**src/rtl/brick_field_ctrl.sv**
```systemverilog
// Brick-wall manager for the breakout graphics path.
// Keeps a ROWS x COLS alive map, renders live bricks for the current pixel
// with a per-row colour, and on each check scans the bricks one per clock
// against a snapshot of the ball, destroying at most one brick per scan.
module brick_field_ctrl #(
  parameter int ROWS       = 6,
  parameter int COLS       = 8,
  parameter int BRICK_W    = 35,
  parameter int BRICK_H    = 20,
  parameter int REGION_X_L = 40,
  parameter int REGION_Y_T = 30,
  parameter int BALL_SIZE  = 8,
  localparam int N         = ROWS * COLS,
  localparam int IDX_W     = (N > 1) ? $clog2(N) : 1,
  localparam int CNT_W     = $clog2(N + 1)
) (
  input  logic             clk,
  input  logic             reset,
  input  logic             clear,
  input  logic             check,
  input  logic [9:0]       ball_x_l,
  input  logic [9:0]       ball_y_t,
  input  logic [9:0]       pix_x,
  input  logic [9:0]       pix_y,
  output logic             brick_on,
  output logic [11:0]      brick_rgb,
  output logic             busy,
  output logic             done,
  output logic             hit,
  output logic [1:0]       hit_side,
  output logic [IDX_W-1:0] hit_idx,
  output logic [CNT_W-1:0] bricks_left,
  output logic             all_clear
);

  typedef enum logic [1:0] {IDLE, SCAN, REPORT} state_t;

  state_t           state;
  logic [N-1:0]     alive;
  logic [IDX_W-1:0] idx;
  logic [2:0]       scan_row;
  logic [3:0]       scan_col;
  logic [9:0]       snap_x;
  logic [9:0]       snap_y;

  // Geometry is evaluated in 11 bits so edge sums never wrap.
  function automatic logic [10:0] col_left(input int c);
    return 11'(REGION_X_L + c * BRICK_W);
  endfunction

  function automatic logic [10:0] row_top(input int r);
    return 11'(REGION_Y_T + r * BRICK_H);
  endfunction

  function automatic logic [11:0] row_colour(input int r);
    logic [2:0] sel;
    sel = 3'(r);
    case (sel)
      3'd0:    return 12'hf00;
      3'd1:    return 12'hf80;
      3'd2:    return 12'hff0;
      3'd3:    return 12'h0f0;
      3'd4:    return 12'h0ff;
      3'd5:    return 12'h00f;
      3'd6:    return 12'hf0f;
      default: return 12'hfff;
    endcase
  endfunction

  // Pixel path: find the live brick (if any) under the current pixel.
  always_comb begin
    brick_on  = 1'b0;
    brick_rgb = 12'h000;
    for (int r = 0; r < ROWS; r++) begin
      for (int c = 0; c < COLS; c++) begin
        if (alive[r*COLS + c] &&
            ({1'b0, pix_x} >= col_left(c)) &&
            ({1'b0, pix_x} <= col_left(c) + 11'(BRICK_W - 2)) &&
            ({1'b0, pix_y} >= row_top(r)) &&
            ({1'b0, pix_y} <= row_top(r) + 11'(BRICK_H - 2))) begin
          brick_on  = 1'b1;
          brick_rgb = row_colour(r);
        end
      end
    end
  end

  logic [10:0] cur_left, cur_right, cur_top, cur_bot;
  logic [10:0] bx_l, bx_r, by_t, by_b;
  logic [10:0] ov_x_hi, ov_x_lo, ov_y_hi, ov_y_lo, ox, oy;
  logic        overlap;
  logic [1:0]  side;

  // Overlap and struck-side evaluation of the brick currently being scanned.
  always_comb begin
    cur_left  = 11'(REGION_X_L) + 11'(scan_col) * 11'(BRICK_W);
    cur_top   = 11'(REGION_Y_T) + 11'(scan_row) * 11'(BRICK_H);
    cur_right = cur_left + 11'(BRICK_W - 2);
    cur_bot   = cur_top + 11'(BRICK_H - 2);
    bx_l      = {1'b0, snap_x};
    by_t      = {1'b0, snap_y};
    bx_r      = bx_l + 11'(BALL_SIZE - 1);
    by_b      = by_t + 11'(BALL_SIZE - 1);
    overlap   = alive[idx] && (cur_left <= bx_r) && (bx_l <= cur_right) &&
                (cur_top <= by_b) && (by_t <= cur_bot);
    ov_x_hi   = (bx_r < cur_right) ? bx_r : cur_right;
    ov_x_lo   = (bx_l > cur_left) ? bx_l : cur_left;
    ov_y_hi   = (by_b < cur_bot) ? by_b : cur_bot;
    ov_y_lo   = (by_t > cur_top) ? by_t : cur_top;
    ox        = ov_x_hi - ov_x_lo + 11'd1;
    oy        = ov_y_hi - ov_y_lo + 11'd1;
    if (ox < oy) begin
      side = (bx_l + 11'(BALL_SIZE / 2) < cur_left + 11'((BRICK_W - 1) / 2)) ? 2'd0 : 2'd1;
    end else begin
      side = (by_t + 11'(BALL_SIZE / 2) < cur_top + 11'((BRICK_H - 1) / 2)) ? 2'd2 : 2'd3;
    end
  end

  // Scan FSM with registered status outputs; clear restores the wall and aborts.
  always_ff @(posedge clk) begin
    if (reset) begin
      state       <= IDLE;
      alive       <= '1;
      bricks_left <= CNT_W'(N);
      busy        <= 1'b0;
      done        <= 1'b0;
      hit         <= 1'b0;
      all_clear   <= 1'b0;
      hit_side    <= 2'd0;
      hit_idx     <= '0;
      idx         <= '0;
      scan_row    <= '0;
      scan_col    <= '0;
      snap_x      <= '0;
      snap_y      <= '0;
    end else if (clear) begin
      state       <= IDLE;
      alive       <= '1;
      bricks_left <= CNT_W'(N);
      busy        <= 1'b0;
      done        <= 1'b0;
      hit         <= 1'b0;
      all_clear   <= 1'b0;
    end else begin
      all_clear <= (bricks_left == '0);
      done      <= 1'b0;
      hit       <= 1'b0;
      case (state)
        IDLE: begin
          if (check) begin
            snap_x   <= ball_x_l;
            snap_y   <= ball_y_t;
            idx      <= '0;
            scan_row <= '0;
            scan_col <= '0;
            busy     <= 1'b1;
            state    <= SCAN;
          end
        end
        SCAN: begin
          if (overlap) begin
            alive[idx]  <= 1'b0;
            bricks_left <= bricks_left - CNT_W'(1);
            hit_side    <= side;
            hit_idx     <= idx;
            hit         <= 1'b1;
            done        <= 1'b1;
            busy        <= 1'b0;
            state       <= REPORT;
          end else if (idx == IDX_W'(N - 1)) begin
            done  <= 1'b1;
            busy  <= 1'b0;
            state <= REPORT;
          end else begin
            idx <= idx + IDX_W'(1);
            if (scan_col == 4'(COLS - 1)) begin
              scan_col <= '0;
              scan_row <= scan_row + 3'd1;
            end else begin
              scan_col <= scan_col + 4'd1;
            end
          end
        end
        default: begin
          state <= IDLE;
        end
      endcase
    end
  end

endmodule

```
**config.mk**
```make
export PLATFORM = sky130hd
export DESIGN_NAME = brick_field_ctrl
export DESIGN_NICKNAME = d
export VERILOG_FILES = /design/src/rtl/brick_field_ctrl.sv
export SDC_FILE = /design/constraint.sdc
export NUM_CORES = 1
export LEC_CHECK = 0
export CELL_PAD_IN_SITES_DETAIL_PLACEMENT = 1
export CELL_PAD_IN_SITES_GLOBAL_PLACEMENT = 1
export CORE_MARGIN = 2
export CORE_UTILIZATION = 40
export DETAILED_ROUTE_END_ITERATION = 6
export GPL_ROUTABILITY_DRIVEN = 0
export MAX_ROUTING_LAYER = met4
export PLACE_DENSITY_LB_ADDON = 0.1
export SYNTH_ARGS = -nofsm -noshare
export SYNTH_HDL_FRONTEND = slang
export SYNTH_SLANG_ARGS = --single-unit
export TNS_END_PERCENT = 30
```
**constraint.sdc**
```tcl
create_clock -name clk -period 21 [get_ports clk]
set_clock_uncertainty 0.1 [all_clocks]
set_input_delay 4.2 -clock clk [delete_from_list [all_inputs] [get_ports clk]]
set_output_delay 4.2 -clock clk [all_outputs]
set_load 0.1 [all_outputs]
```
# [Yosys cells after proc, flatten, opt, wreduce, memory -nomap -nowiden]
# Cells that the tools add are included.
[op_classes] addsub=18 order_cmp=41 reduce_logical=209 muxes=132 n_eq_ne=8 bitwise=4 n_mul=2
[op_table] op="$mux W12" n=48
[op_table] op="$logic_and A1 B1 Y1" n=197
[op_table] op="$le A10 B8 Y1 const B" n=6
[op_table] op="$mux W1" n=58
[op_table] op="$ge A10 B7 Y1 const B" n=5
[op_table] op="$ge A10 B8 Y1 const B" n=5
[op_table] op="$le A10 B7 Y1 const B" n=5
[op_table] op="$and A48 B48 Y48" n=1
[op_table] op="$not A48 Y48" n=1
[op_table] op="$add A10 B3 Y11 const B" n=4
[op_table] op="$lt A11 B11 Y1" n=3
[op_table] op="$mux W11" n=3
[op_table] op="$add A11 B1 Y11 const B" n=2
[op_table] op="$lt A11 B10 Y1" n=2
[op_table] op="$ge A10 B6 Y1 const B" n=2
[op_table] op="$le A10 B9 Y1 const B" n=2
[op_table] op="$mux W6" n=3
[op_table] op="$mux W4" n=4
[op_table] op="$mux W3" n=4
[op_table] op="$pmux W6 S2" n=1
[op_table] op="$add A11 B5 Y11 const B" n=1
[op_table] op="$add A11 B6 Y11 const B" n=1
[op_table] op="$add A6 B10 Y11 const A" n=1
[op_table] op="$gt A10 B11 Y1" n=1
[op_table] op="44 further kinds" n=54
[word_totals] elab_cells=428 register_bits=101 input_bits=44 output_inout_bits=31

# [Logic depth before layout (Yosys ltp)]
[logic_depth] word_depth=53 mapped_depth=42 mapped_depth_nobuf=41

# [Least setup slack after synthesis]
# No wires, ideal clock.
[synth_timing] path_type="input port to output port" startpoint="input pix_x[1]" endpoint="output brick_on" stages=9 path_slack_ns=7.851 n_path_buf=1 arrival_ns=8.849 t_required_ns=16.700 cell_sequence="clkbuf_1 -> nor2_1 -> a211o_1 -> a211oi_1 -> a222oi_1 -> nand3_1 -> a21oi_1 -> o31ai_1 -> or3b_2"
[synth_between] elab_chain_len=53 word_cells_on_any_way=256 cone_classes="order compare: 16; mux: 48; reduce/logical: 192"
[synth_lines] element="from (decl)" line_no="23" rtl="input logic [9:0] pix_x,"
[synth_lines] element="$ge A10 B6 Y1" line_no="77" rtl="({1'b0, pix_x} >= col_left(c)) &&"
[synth_lines] element="$logic_and A1 B1 Y1" line_no="76" rtl="if (alive[r*COLS + c] &&"
[synth_lines] element="$logic_and A1 B1 Y1" line_no="77"
[synth_lines] element="$logic_and A1 B1 Y1" line_no="78" rtl="({1'b0, pix_x} <= col_left(c) + 11'(BRICK_W - 2)) &&"
[synth_lines] element="$logic_and A1 B1 Y1" line_no="79" rtl="({1'b0, pix_y} >= row_top(r)) &&"
[synth_lines] element="$mux W1 (47 in series)" line_no="76"
[synth_lines] element="$mux W1 *" line_no="76"
[synth_lines] element="to (decl)" line_no="25" rtl="output logic brick_on,"
# Every way passes the cells marked *; elsewhere a longest branch is shown, timed or not.

# [Worst setup path after layout]
[layout_timing] startpoint="input pix_x[5]" endpoint="output brick_on"
# The elaborated chain is that of the path after synthesis.

==> metrics.txt <==
outcome complete, no violations; DP HPWL around 26000 microns; clock power share a little over a quarter; Filler cells 3165; switching portion of total power between 30 and 40%; antenna violations before repair 0; GRT overflow 0; Synth Register Bits 101; hold path cells 2; final net count between 1500 and 2000; worst r2r path cells just over 40; RSZ-0062 raised after global routing no; worst vdd ir just under 60 uV; setup TNS 0 ps; combinational share of power between 40% and 50%; number of post-CTS setup repair buffers 0; HP Class flip-flop to flip-flop; sequential power share about 31%; f_max approximately 0.08 GHz; pin count of the biggest net entering global routing 50; Via density approximately 5.9; max-cap violations 0; area leader, netlist ha_1; CTS Sinks ~100; vias in the first global route between 9000 and 10000; Clock Latency Late Sink between 300 and 400 ps; Leakage Power approximately 4.8 nW; most numerous cell in the Yosys netlist ha_1; drt first pass iters 5; P_int 0.396 mW; final setup fails 0; total CTS buffers 9; hold_buf cts 0; CP Cell Sequence clkdlybuf4s50_1 > nand4_1 > or4_1 > a21oi_1 > a22oi_1 > nand3_1 > a21oi_1 > o31ai_1 > or3b_2 > clkdlybuf4s50_1; clock transition at the registers of the reported paths ~80 ps; Root Buffer Master clkbuf_16; worst slew pin tran ~1100 ps; Distinct cells, synth 86; CP max stage cell clkdlybuf4s50_1; wire per inst about 20 microns; post-route ant nets 0; Vias 9919; Final Routed Wirelength 33600 microns; critical path type input port to output port; CP Max Fanout 17; I/O pin cnt between 70 and 80; Worst setup SP type input port; min Tclk post-route 12640 ps; crit share post-route 60.2%; n_diodes 0; post-synthesis sequential area ratio between 10% and 20%; CTS tree built; Syn Std Cell Area 10400 sq um; synth-to-layout area growth 11.2%; Starting Density about two fifths; Post-synth top cells ha_1, nor2_1, nand2_1; CTS max path bufs 2; Main synth FF type dfxtp_1; Post-synth EDFFs 0; crit path buf inv count 2; fraction of synthesis flops using an asynchronous set or reset pin 0%; worst path arrival time between 8000 and 9000 ps; Die ar. 27400 sq um; layout cell share with drive strength beyond 1 about 4.6%; htree depth 3; post-synth top area share 19.9%; switching power between 0.2 and 0.3 mW; CP top delay family buffers and inverters; Synth Area per Inst between 7 and 8 sq um; first-pass GRT wire length around 54000 microns; top cells by area, synth ha_1, dfxtp_1, nor2_1; IO buf count between 70 and 80; Die Width 165 microns; Worst path max stage delay 1130 ps; Yosys warnings 0; Post-Route Utilization 44.8%; hold_ws between 300 and 400 ps; PD cells ~56 nW/um^2; Final Slew Violations 0; Levels on crit path 10; post-synthesis instance total 1332; Worst EP required 16700 ps; num rows between 50 and 60; post-cts sizing count 0; Die Ht about 170 microns; R2R setup slack roughly 12000 ps; gr usage total between 20% and 30%; final hold viol count 0; Slew HR 24.2%; CP Capture Type output port; DR iter-0 viols 579; core box area 25800 sq um; detailed-route DRC error count 0
## worst reg2reg max path: cells and delay by family, from the launching register on
family | cells | cell delay [ps]
AOI/OAI and AO/OA | 17 | 2700
xor gates and xnor gates | 3 | 720
adders and majority gates | 9 | 2730
buffers and inverters | 5 | 670
DFF | 1 | 580
and+or+nand+nor | 7 | 1700
## path summary, 6_finish.rpt
kind | from | to
hold / removal | hit_side[0]$_SDFFE_PP0P_ | hit_side[0]$_SDFFE_PP0P_
setup reg to reg | scan_col[2]$_SDFFE_PP0P_ | hit_side[0]$_SDFFE_PP0P_
setup / recovery | pix_x[5] | brick_on
hold reg to reg | hit_side[0]$_SDFFE_PP0P_ | hit_side[0]$_SDFFE_PP0P_
## layout make-up
cell class	instances	area, sq um	share of cell area, %
clock inverters	5	42.5	0.367
inverters	99	372	3.21
clock buffers	11	243	2.10
repair buffers	85	823	7.11
multi-input cells	1046	7660	66.2
flip-flops and latches	101	2020	17.5
well taps	335	419	3.62
## per-stage QoR
step,area (sq um),power [mW],instances,worst slack [ps]
after CTS,11600,0.658,1682,8310
after global placement,11300,0.478,1666,8460
after detailed placement,11300,0.484,1666,8340
after floorplan,10400,0.406,1334,7850
after global routing,11600,0.701,1682,7920
final,11600,0.650,1682,8360
## cell usage in the layout (no fill, tap or decap), drive strengths merged, types with 5 or more instances in the layout
cell type      count
ha               166
nor2             119
nand2            102
dfxtp            101
inv              100
a21oi             83
clkdlybuf4s50     74
a31oi             52
xnor2             52
o21ai             44
nand3             43
mux2i             35
nor3              32
xor2              22
nor2b             19
nor4              19
a211oi            18
nand4             16
a21o              15
o21a              14
nand2b            13
a22oi             13
and3              11
buf               11
clkbuf            11
o311ai            10
or3                9
and2               8
a222oi             7
nand3b             7
o2111ai            6
nand4b             6
a22o               6
o211ai             5
a31o               5
## registers in the layout, summed over array words and instances, names as in the netlist
signal,flops
busy,1
alive,48
snap_x,10
hit,1
done,1
hit_side,2
idx,6
scan_col,4
bricks_left,6
snap_y,10
hit_idx,6
state,2
scan_row,3
all_clear,1
## power by group through the flow
stage / sequential [mW] / combinational (mW) / clock [mW]
final: 0.201 / 0.278 / 0.170
after global routing: 0.202 / 0.318 / 0.181
after CTS: 0.201 / 0.282 / 0.175
after detailed placement: 0.206 / 0.278 / 0
after global placement: 0.206 / 0.272 / 0
after floorplan: 0.204 / 0.202 / 0
## cells by family (layout without fill, tap and decap cells)
logic type	count (synthesis)	after routing	synth area share, %
adders and majority gates	169	169	20.5
other	1	3	0.0360
AOI/OAI and AO/OA	330	330	21.4
buffers and inverters	187	200	7.36
xor gates and xnor gates	74	74	6.36
muxes	41	41	4.34
and+or+nand+nor	429	429	20.6
DFF	101	101	19.4
## metal layers
metal / GRT usage, % / up-vias / share of wire [%]
met5: - / - / 0
met4: 7.21 / 0 / 2.3
met3: 2.37 / 41 / 2.7
met2: 42.9 / 161 / 48
met1: 33.0 / 4869 / 47
li1: - / 4848 / -
Power figures use the tool's default switching activity.
